==> config.mk <==
export PLATFORM = sky130hd
export DESIGN_NAME = mainfsm_mc
export DESIGN_NICKNAME = d
export VERILOG_FILES = /design/src/rtl/mainfsm_mc.sv
export SDC_FILE = /design/constraint.sdc
export NUM_CORES = 1
export LEC_CHECK = 0
export ABC_CLOCK_PERIOD_IN_PS = 1600
export CORE_MARGIN = 3
export CORE_UTILIZATION = 40
export DETAILED_ROUTE_END_ITERATION = 10
export GPL_TIMING_DRIVEN = 0
export PLACE_DENSITY = 0.78
export SYNTH_ARGS = -nofsm -noshare
export SYNTH_HDL_FRONTEND = slang
export SYNTH_SLANG_ARGS = --single-unit
==> constraint.sdc <==
create_clock -name clk -period 1.6 [get_ports clk]
set_clock_uncertainty 0.1 [all_clocks]
set_input_delay 0.24 -clock clk [delete_from_list [all_inputs] [get_ports clk]]
set_output_delay 0.24 -clock clk [all_outputs]
set_load 0.01 [all_outputs]
==> src/rtl/mainfsm_mc.sv <==
// Multicycle ARM main controller: sequences fetch/decode/execute/memory/writeback
// with memory wait-states, a multi-cycle multiply state and a branch-with-link path.
module mainfsm_mc #(
    parameter int MUL_CYCLES    = 4,
    parameter int USE_MEM_READY = 1
) (
    input  logic       clk,
    input  logic       reset,
    input  logic [1:0] Op,
    input  logic [5:0] Funct,
    input  logic       IsMul,
    input  logic       MemReady,
    output logic       IRWrite,
    output logic       AdrSrc,
    output logic [1:0] ALUSrcA,
    output logic [1:0] ALUSrcB,
    output logic [1:0] ResultSrc,
    output logic       NextPC,
    output logic       RegW,
    output logic       MemW,
    output logic       Branch,
    output logic       ALUOp,
    output logic       MulEn,
    output logic       LinkW,
    output logic       Illegal,
    output logic [3:0] State
);

    typedef enum logic [3:0] {
        FETCH    = 4'd0,
        DECODE   = 4'd1,
        MEMADR   = 4'd2,
        MEMRD    = 4'd3,
        MEMWB    = 4'd4,
        MEMWR    = 4'd5,
        EXECUTER = 4'd6,
        EXECUTEI = 4'd7,
        ALUWB    = 4'd8,
        BRANCH   = 4'd9,
        UNKNOWN  = 4'd10,
        EXECUTEM = 4'd11,
        LINK     = 4'd12
    } state_t;

    state_t     state_q, state_d;
    logic [3:0] cnt_q;
    logic       rdy;
    logic       cnt_last;
    logic       unused_funct;

    // Handshake: memory raises MemReady in the cycle the access completes; the
    // FSM holds in FETCH/MEMRD/MEMWR until then and ignores MemReady elsewhere.
    assign rdy          = (USE_MEM_READY != 0) ? MemReady : 1'b1;
    assign cnt_last     = (cnt_q == 4'(MUL_CYCLES - 1));
    assign unused_funct = ^Funct[3:1];
    assign State        = state_q;

    always_ff @(posedge clk) begin
        if (reset) begin
            state_q <= FETCH;
            cnt_q   <= 4'd0;
        end else begin
            state_q <= state_d;
            if (state_q == EXECUTEM && !cnt_last)
                cnt_q <= cnt_q + 4'd1;
            else
                cnt_q <= 4'd0;
        end
    end

    always_comb begin
        state_d = FETCH;
        case (state_q)
            FETCH:    state_d = rdy ? DECODE : FETCH;
            DECODE: begin
                case (Op)
                    2'b00: begin
                        if (Funct[5])   state_d = EXECUTEI;
                        else if (IsMul) state_d = EXECUTEM;
                        else            state_d = EXECUTER;
                    end
                    2'b01:   state_d = MEMADR;
                    2'b10:   state_d = Funct[4] ? LINK : BRANCH;
                    default: state_d = UNKNOWN;
                endcase
            end
            EXECUTER: state_d = ALUWB;
            EXECUTEI: state_d = ALUWB;
            EXECUTEM: state_d = cnt_last ? ALUWB : EXECUTEM;
            MEMADR:   state_d = Funct[0] ? MEMRD : MEMWR;
            MEMRD:    state_d = rdy ? MEMWB : MEMRD;
            MEMWR:    state_d = rdy ? FETCH : MEMWR;
            LINK:     state_d = BRANCH;
            default:  state_d = FETCH;
        endcase
    end

    always_comb begin
        IRWrite   = 1'b0;
        AdrSrc    = 1'b0;
        ALUSrcA   = 2'b00;
        ALUSrcB   = 2'b00;
        ResultSrc = 2'b00;
        NextPC    = 1'b0;
        RegW      = 1'b0;
        MemW      = 1'b0;
        Branch    = 1'b0;
        ALUOp     = 1'b0;
        MulEn     = 1'b0;
        LinkW     = 1'b0;
        Illegal   = 1'b0;
        case (state_q)
            FETCH: begin
                ALUSrcA   = 2'b01;
                ALUSrcB   = 2'b10;
                ResultSrc = 2'b10;
                IRWrite   = rdy;
                NextPC    = rdy;
            end
            DECODE: begin
                ALUSrcA   = 2'b01;
                ALUSrcB   = 2'b10;
                ResultSrc = 2'b10;
            end
            EXECUTER: ALUOp = 1'b1;
            EXECUTEI: begin
                ALUSrcB = 2'b01;
                ALUOp   = 1'b1;
            end
            EXECUTEM: begin
                ALUOp = 1'b1;
                MulEn = 1'b1;
            end
            ALUWB:  RegW = 1'b1;
            MEMADR: ALUSrcB = 2'b01;
            MEMRD:  AdrSrc = 1'b1;
            MEMWB: begin
                RegW      = 1'b1;
                ResultSrc = 2'b01;
            end
            MEMWR: begin
                AdrSrc = 1'b1;
                MemW   = rdy;
            end
            LINK: begin
                RegW      = 1'b1;
                LinkW     = 1'b1;
                ResultSrc = 2'b11;
            end
            BRANCH: begin
                Branch    = 1'b1;
                ALUSrcA   = 2'b10;
                ALUSrcB   = 2'b01;
                ResultSrc = 2'b10;
            end
            UNKNOWN: Illegal = 1'b1;
            default: ;
        endcase
        // Enables must stay quiet while reset is held, whatever the state.
        if (reset) begin
            IRWrite = 1'b0;
            NextPC  = 1'b0;
            RegW    = 1'b0;
            MemW    = 1'b0;
            Branch  = 1'b0;
            MulEn   = 1'b0;
            LinkW   = 1'b0;
            Illegal = 1'b0;
        end
    end

endmodule
# Yosys cells after proc, flatten, opt, wreduce, memory -nomap -nowiden
# Cells that the tools add are included.
# totals
register_bits	8
input_bits	12
out_inout_bits	20
elab_cells	60
# op_classes
add_sub_neg	1
eq_ne	15
n_mux	29
bitwise	1
reduce_logical	12
# ops
op	count
$pmux W4 S8	1
$eq A4 B4 Y1 const B	5
$mux W1	17
$eq A4 B3 Y1 const B	4
$eq A4 B2 Y1 const B	3
$mux W3	4
$pmux W4 S3	1
$reduce_or A3 Y1	4
$mux W4	2
$pmux W2 S2	2
$reduce_or A2 Y1	4
$pmux W2 S3	1
$add A4 B1 Y4 const B	1
$eq A4 B1 Y1 const B	1
$logic_not A4 Y1	1
$eq A2 B1 Y1 const B	1
$eq A2 B2 Y1 const B	1
$logic_not A2 Y1	1
$mux W2	1
$logic_and A1 B1 Y1	1
$logic_not A1 Y1	1
$not A1 Y1	1

# Depth between registers and ports, before layout
# Gate-level depths: netlist (run 1).
# depth
ltp_word	5
ltp_mapped	5
ltp_nobuf	5

# Least setup slack after synthesis (run 1)
# OpenSTA, ideal clock, no wires.
# synth_path
path_kind	flip-flop to output port
startpoint	register state_q[1], in the netlist State[1]
endpoint	output port ALUSrcB[0]
t_arrival_ns	1.209
t_required_ns	1.260
path_slack_ns	0.051
stages_incl_launch_ff	5
path_buffers	2
path_cell_list	dfxtp_1 buf_2 buf_2 inv_1 o32ai_1
# synth_via
elab_chain_cells	3
word_cells_on_any_way	8
cone_classes	eq/ne: 4; mux: 1; reduce/logical: 3
# synth_lines
item	line_no	rtl
start, declared	45	state_t state_q, state_d;
start signal, assigned	63	state_q <= state_d;
$eq A4 B3 Y1 (tied with other cells)	112	case (state_q)
$reduce_or A3 Y1 (no line) / $reduce_or A2 Y1 (equally long branches)	--	
$pmux W2 S2 *	112	
end, declared	16	output logic [1:0] ALUSrcB,
# Every way passes the cells marked *; elsewhere a longest branch is shown, timed or not.

# Final worst setup path (run 1)
# layout_path
startpoint	register state_q[1], in the netlist State[1]
endpoint	output port RegW
# layout_via
elab_chain_cells	4
word_cells_on_any_way	6
cone_classes	eq/ne: 3; mux: 2; reduce/logical: 1
# layout_lines
item	line_no	rtl
$eq A4 B4 Y1 / $eq A4 B3 Y1 (equally long branches)	112	
$reduce_or A3 Y1 (no line) *	--	
$mux W1 *	112	
$mux W1 *	160	if (reset) begin
end, declared	19	output logic RegW,
# Marked as above.

==> results.ini, run 1 <==
[layout]
multi_input_area_um2=623
drive_gt1_share_pct=56.8
register_area_um2=173
syn_to_final_growth_pct=108
stdcell_count=162
n_antenna_cell=0
fillers=69
final_nets=161

[cts]
path_clk_slew_ns=0.06
cts_tree=built
clock_sinks=8
clk_path_buf_depth=2
root_buffer=clkbuf_4
h-tree-depth=1
cts_buffers=3
clock_latency_ns=0.26

[outcome]
violations=negative setup slack
status=complete, but fails checks

[yosys]
synthCells=90
synth_cell_type_count=36
synth_edf_count=0
ys.flop_type=dfxtp_1
synth_commonest_cells=nor2_1 (10), dfxtp_1 (8), nor3_1 (7)
synth_area_um2=682
yosys_warnings=0
yosysTopAreaCellShare_pct=23.5
synth_most_common_cell=nor2_1
mappedNetlistNets=103
postSynthAreaPerCell_um2=7.58
synth_top_area_cell=dfxtp_1
synth-seq-cells=8
async_reset_ff_share_pct=0
synthTopCellsByArea=dfxtp_1 (23%), nor2_1 (5.5%), nor2b_1 (5.5%)
ys_seq_area_share_pct=23.5

[sta]
hold_violations=0
setup_viol=13
fmax_ghz=0.568
layout_setup_ws_ns=-0.161
tightest_slew_ns=0.437
hold-worst-slack_ns=0.364
finalMaxSlewViolations=0
period_share_pct=110
period_needed_ns=1.76
maxSlewHeadroom_pct=70.8
rsz0062_at_grt=true

[detailed_routing]
avgViaCountPerCell=6.18
drt-initial-drc-count=57
vias=1001
drt-total-wl_mm=3.43
routedWlPerCell_um=21.2
ant_nets=0
dr.pass1.iters=4
drc=0

[place]
place_inst=134
dp_hpwl_mm=1.41
routabilityCongestion=0.856
port_buffers=28

[die]
io_pins=32
core_region_area_um2=1560
dieArea_um2=2240
num_rows=14
start_util_pct=43.7
die-height_um=47.3
fp.dieW_um=47.3

[critical_path]
crit_fanout=7
critPathRequiredTime_ns=1.26
critPathCaptureType=output pin
crit_type=reg -> out
crit_arrival_ns=1.42
start_kind=register

[grt]
grt_pass1_vias=706
grt_start_max_net_pins=11
antenna_found_initial=0
grt_pass1_wl_mm=3.27
use_met3_pct=6.90
grt-ovfl-total=0
top_usage_layer=met2
grt_use_met2_pct=32.1
globalRouteTotalUtil_pct=21.1
grt_util_met1_pct=28.3

[power_and_ir_drop]
power_mw=1.76
power_switching_uw=733
pwr-share-seq_pct=15.8
swShare_pct=41.7
ir_drop_mv=1.17
p_clk_share_pct=9.2
combPwrFrac_pct=75.0
p_leak_nw=0.635
p_int_mw=1.02
p_per_area_nw_per_um2=1240

[run]
cap_violations=0

[worst_hold_path]
hp-class=reg -> reg

## area by class of cell
type / count / share of cell area, %
tap: 16 / 1.41
clock buffer: 3 / 1.59
sequential: 8 / 12.2
inverter: 3 / 1.15
buffer: 7 / 6.90
timing repair buffer: 54 / 32.7
multi-input combinational: 71 / 44.0
## stage by stage
stage	TNS, ns	area [um^2]	utilization (%)	setup slack [ns]
CTS	-1.13	1060	68.3	-0.204
global route	-1.54	1420	90.8	-0.179
floorplan	0	682	-	0.0514
finish	-0.870	1420	90.8	-0.161
detailed placement	-7.35	982	63.0	-0.570
global placement	-6.88	982	63.0	-0.567
## worst paths after layout
kind / start / slack [ns] / cells past startpoint / to
hold / removal: cnt_q[0]$_SDFF_PP0_ / 0.36 / 1 / cnt_q[0]$_SDFF_PP0_
setup / recovery: State[1]$_SDFF_PP0_ / -0.16 / 4 / RegW
hold reg to reg: cnt_q[0]$_SDFF_PP0_ / 0.36 / 1 / cnt_q[0]$_SDFF_PP0_
setup reg to reg: State[0]$_SDFF_PP0_ / -0.02 / 5 / State[0]$_SDFF_PP0_
## registers in the layout (all words and copies together) (netlist names)
signal,count
State,4
cnt_q,4
## critical path: stages, from the launching register on
cell and delay [ns]:
dfxtp_2 0.34, buf_8 0.14, buf_8 0.14, nor4_1 0.34
buf_2 0.21
## routing by layer
metal	vias to the layer above	share of wire [%]
met5	-	0
met4	0	3.6
met3	17	9.3
met2	82	48
met1	467	39
li1	435	-
## power by group through the flow
stage	combinational [mW]	clock [mW]	sequential (mW)
2_1_floorplan	0.421	0	0.266
3_3_place_gp	0.722	0	0.256
3_5_place_dp	0.737	0	0.258
4_1_cts	0.792	0.155	0.271
5_1_grt	1.37	0.176	0.279
6_report	1.32	0.162	0.277
## repair_timing
action                     in CTS  in global routing
pin swaps                       3                 10
resized for setup              82                 53
setup buffers                   5                 19
gates cloned                    0                  2
hold buffers                    0                  0
setup endpoints to repair      18                 19
## logic make-up (layout without fill, tap and decap cells)
family | count (synthesis) | in the layout | share of synthesized area, %
and+or+nand+nor | 47 | 47 | 40.9
AOI/OAI and AO/OA | 17 | 17 | 17.2
buffers and inverters | 11 | 67 | 8.62
DFF | 8 | 8 | 23.5
xor gates and xnor gates | 5 | 5 | 6.42
adders and majority gates | 1 | 1 | 1.83
muxes | 1 | 1 | 1.47
## placed cells by master, fill, tap and decap left out, types with 3 or more instances in the layout
cell type / count
a21oi_1: 5
buf_2: 15
buf_4: 22
buf_6: 3
buf_8: 6
clkbuf_4: 3
clkdlybuf4s50_1: 8
dfxtp_1: 4
dfxtp_4: 3
dlymetal6s2s_1: 3
nand2_1: 3
nand2b_1: 3
nand2b_4: 3
nor2_1: 5
nor2_2: 4
nor2b_1: 4
nor3_1: 4
nor3_2: 3
(Power assumes the default switching activity.)
==> run 2: changes to the inputs <==
- SKIP_CTS_REPAIR_TIMING: not set -> 1
==> results.ini, run 2 (synthesis results as in run 1) <==
[grt]
use_met3_pct=5.75  ; -1.1 points
grt-ovfl-total=0  ; unchanged
top_usage_layer=met2
grt_use_met2_pct=29.4  ; -2.7 points
grt_pass1_vias=701  ; -0.71%
grt_util_met1_pct=25.7  ; -2.6 points
antenna_found_initial=0  ; unchanged
grt_pass1_wl_mm=3.06  ; -6.5%
globalRouteTotalUtil_pct=19.4  ; -1.8 points
grt_start_max_net_pins=11  ; unchanged

[critical_path]
critPathMaxStageDelay_ns=0.32  ; -0.02 ns
ff2ff_path_depth=6  ; +1
critPathTopFamily=buffers and inverters
slowest_stage=dfxtp_2
critPathRequiredTime_ns=1.26  ; about the same
cp_num_buf_inv=3  ; unchanged
cp_num_cells=5  ; +1
critPathCaptureType=output pin
path_cells=buf_6, buf_8, xor2_2, o32ai_2, buf_2
crit_fanout=8  ; +1
crit_type=reg -> out
start_kind=register
crit_arrival_ns=1.45  ; +0.03 ns

[detailed_routing]
dr.pass1.iters=4  ; unchanged
drc=0  ; unchanged
drt-total-wl_mm=2.58  ; -25%
routedWlPerCell_um=16.7  ; -21%
ant_nets=0  ; unchanged
avgViaCountPerCell=5.75  ; -7.0%
vias=891  ; -11%
drt-initial-drc-count=22  ; -61%

[run]
cap_violations=0  ; unchanged

[layout]
layout_commonest_cell=buf_4
n_antenna_cell=0  ; unchanged
final_nets=154  ; -4.3%
layout_common_cells=buf_4 (19), buf_2 (12), clkdlybuf4s50_1 (9), nor2_1 (8)
syn_to_final_growth_pct=85.3
fin_util_pct=81.1  ; -9.7 points
design_area_um2=1260  ; -11%
drive_gt1_share_pct=47.5  ; -9.4 points

[place]
port_buffers=28  ; unchanged
dp_hpwl_mm=1.41  ; unchanged
post_dp_cell_area_um2=982  ; unchanged
routabilityCongestion=0.856  ; unchanged

[cts]
path_clk_slew_ns=0.05  ; about the same
root_buffer=clkbuf_4
h-tree-depth=1  ; unchanged
cts_buffers=3  ; unchanged
clock_latency_ns=0.25  ; about the same
cts_tree=built
clock_sinks=8  ; unchanged
clk_path_buf_depth=2  ; unchanged

[die]
io_pins=32  ; unchanged
core_region_area_um2=1560  ; unchanged
start_util_pct=43.7  ; unchanged
num_rows=14  ; unchanged
die-height_um=47.3  ; unchanged
dieArea_um2=2240  ; unchanged
fp.dieW_um=47.3  ; unchanged

[sta]
period_needed_ns=1.79  ; +0.0257 ns
maxSlewHeadroom_pct=67.4  ; -3.5 points
hold-worst-slack_ns=0.325  ; -0.0393 ns
finalMaxSlewViolations=0  ; unchanged
layout_setup_ws_ns=-0.186  ; -0.0257 ns
hold_violations=0  ; unchanged
tightest_slew_ns=0.483  ; +0.0453 ns
fmax_ghz=0.560  ; -1.4%
period_share_pct=112  ; +1.6 points
setup_viol=15  ; +2
rsz0062_at_grt=true

[worst_hold_path]
whs_path_depth=2  ; +1
hp-class=in -> reg

[outcome]
violations=negative setup slack
status=complete, but fails checks

[power_and_ir_drop]
p_leak_nw=0.576  ; -9.3%
ir_drop_mv=0.991  ; -16%
p_per_area_nw_per_um2=1200  ; -3.8%

run 2: cell types whose count changed in the layout (fill, tap and decap cells not counted), sizes merged:
| cell | previous run | this run |
|---|---|---|
| clkbuf | 5 | 6 |
| dlymetal6s2s | 3 | 4 |
| clkdlybuf4s50 | 8 | 9 |
| buf | 47 | 38 |
| dlygate4sd2 | 1 | 0 |
run 2: routing by layer:
layer  routed length (um)  up-vias
li1                     -      419
met1                 1030      419
met2                 1350       51
met3                  195        2
met4                   13        0
met5                    0        -
run 2: worst paths after layout:
| kind | end | startpoint | slack, ns |
|---|---|---|---|
| max | ALUSrcB[0] | State[2]$_SDFF_PP0_ | -0.19 |
| min | State[0]$_SDFF_PP0_ | reset | 0.33 |
| max reg2reg | cnt_q[1]$_SDFF_PP0_ | State[2]$_SDFF_PP0_ | -0.03 |
| min reg2reg | cnt_q[0]$_SDFF_PP0_ | cnt_q[0]$_SDFF_PP0_ | 0.34 |
run 2: report_power, final:
group          total (mW)  leakage, nW  internal [mW]  switching (mW)
Clock               0.150       0.0138         0.0855          0.0646
Combinational        1.09        0.495          0.588           0.507
Sequential          0.265       0.0672          0.236          0.0294
run 2: layout make-up:
type | count | area, um^2
repair buffers | 46 | 374
flip-flops and latches | 8 | 170
multi-input cells | 71 | 567
inverters | 3 | 11.3
well taps | 16 | 20.0
clock buffers | 3 | 22.5
fillers | 106 | 295
plain buffers | 8 | 98.8
run 2: stage by stage:
stage / total power [mW] / setup TNS [ns] / std cells / setup slack, ns
final: 1.51 / -1.01 / 155 / -0.186
after global routing: 1.59 / -1.81 / 155 / -0.228
after CTS: 1.15 / -9.72 / 137 / -0.811
after detailed placement: 0.996 / -7.35 / 134 / -0.570
after global placement: 0.978 / -6.88 / 134 / -0.567
after floorplan: 0.687 / 0 / 90 / 0.0514
run 2: worst register-to-register path, stage by stage, from the launching register on:
cell and delay [ns]:
dfxtp_2 0.32, buf_6 0.13, nand2b_4 0.14, or2_4 0.27, buf_4 0.15, or3_4 0.39
nor2_1 0.09
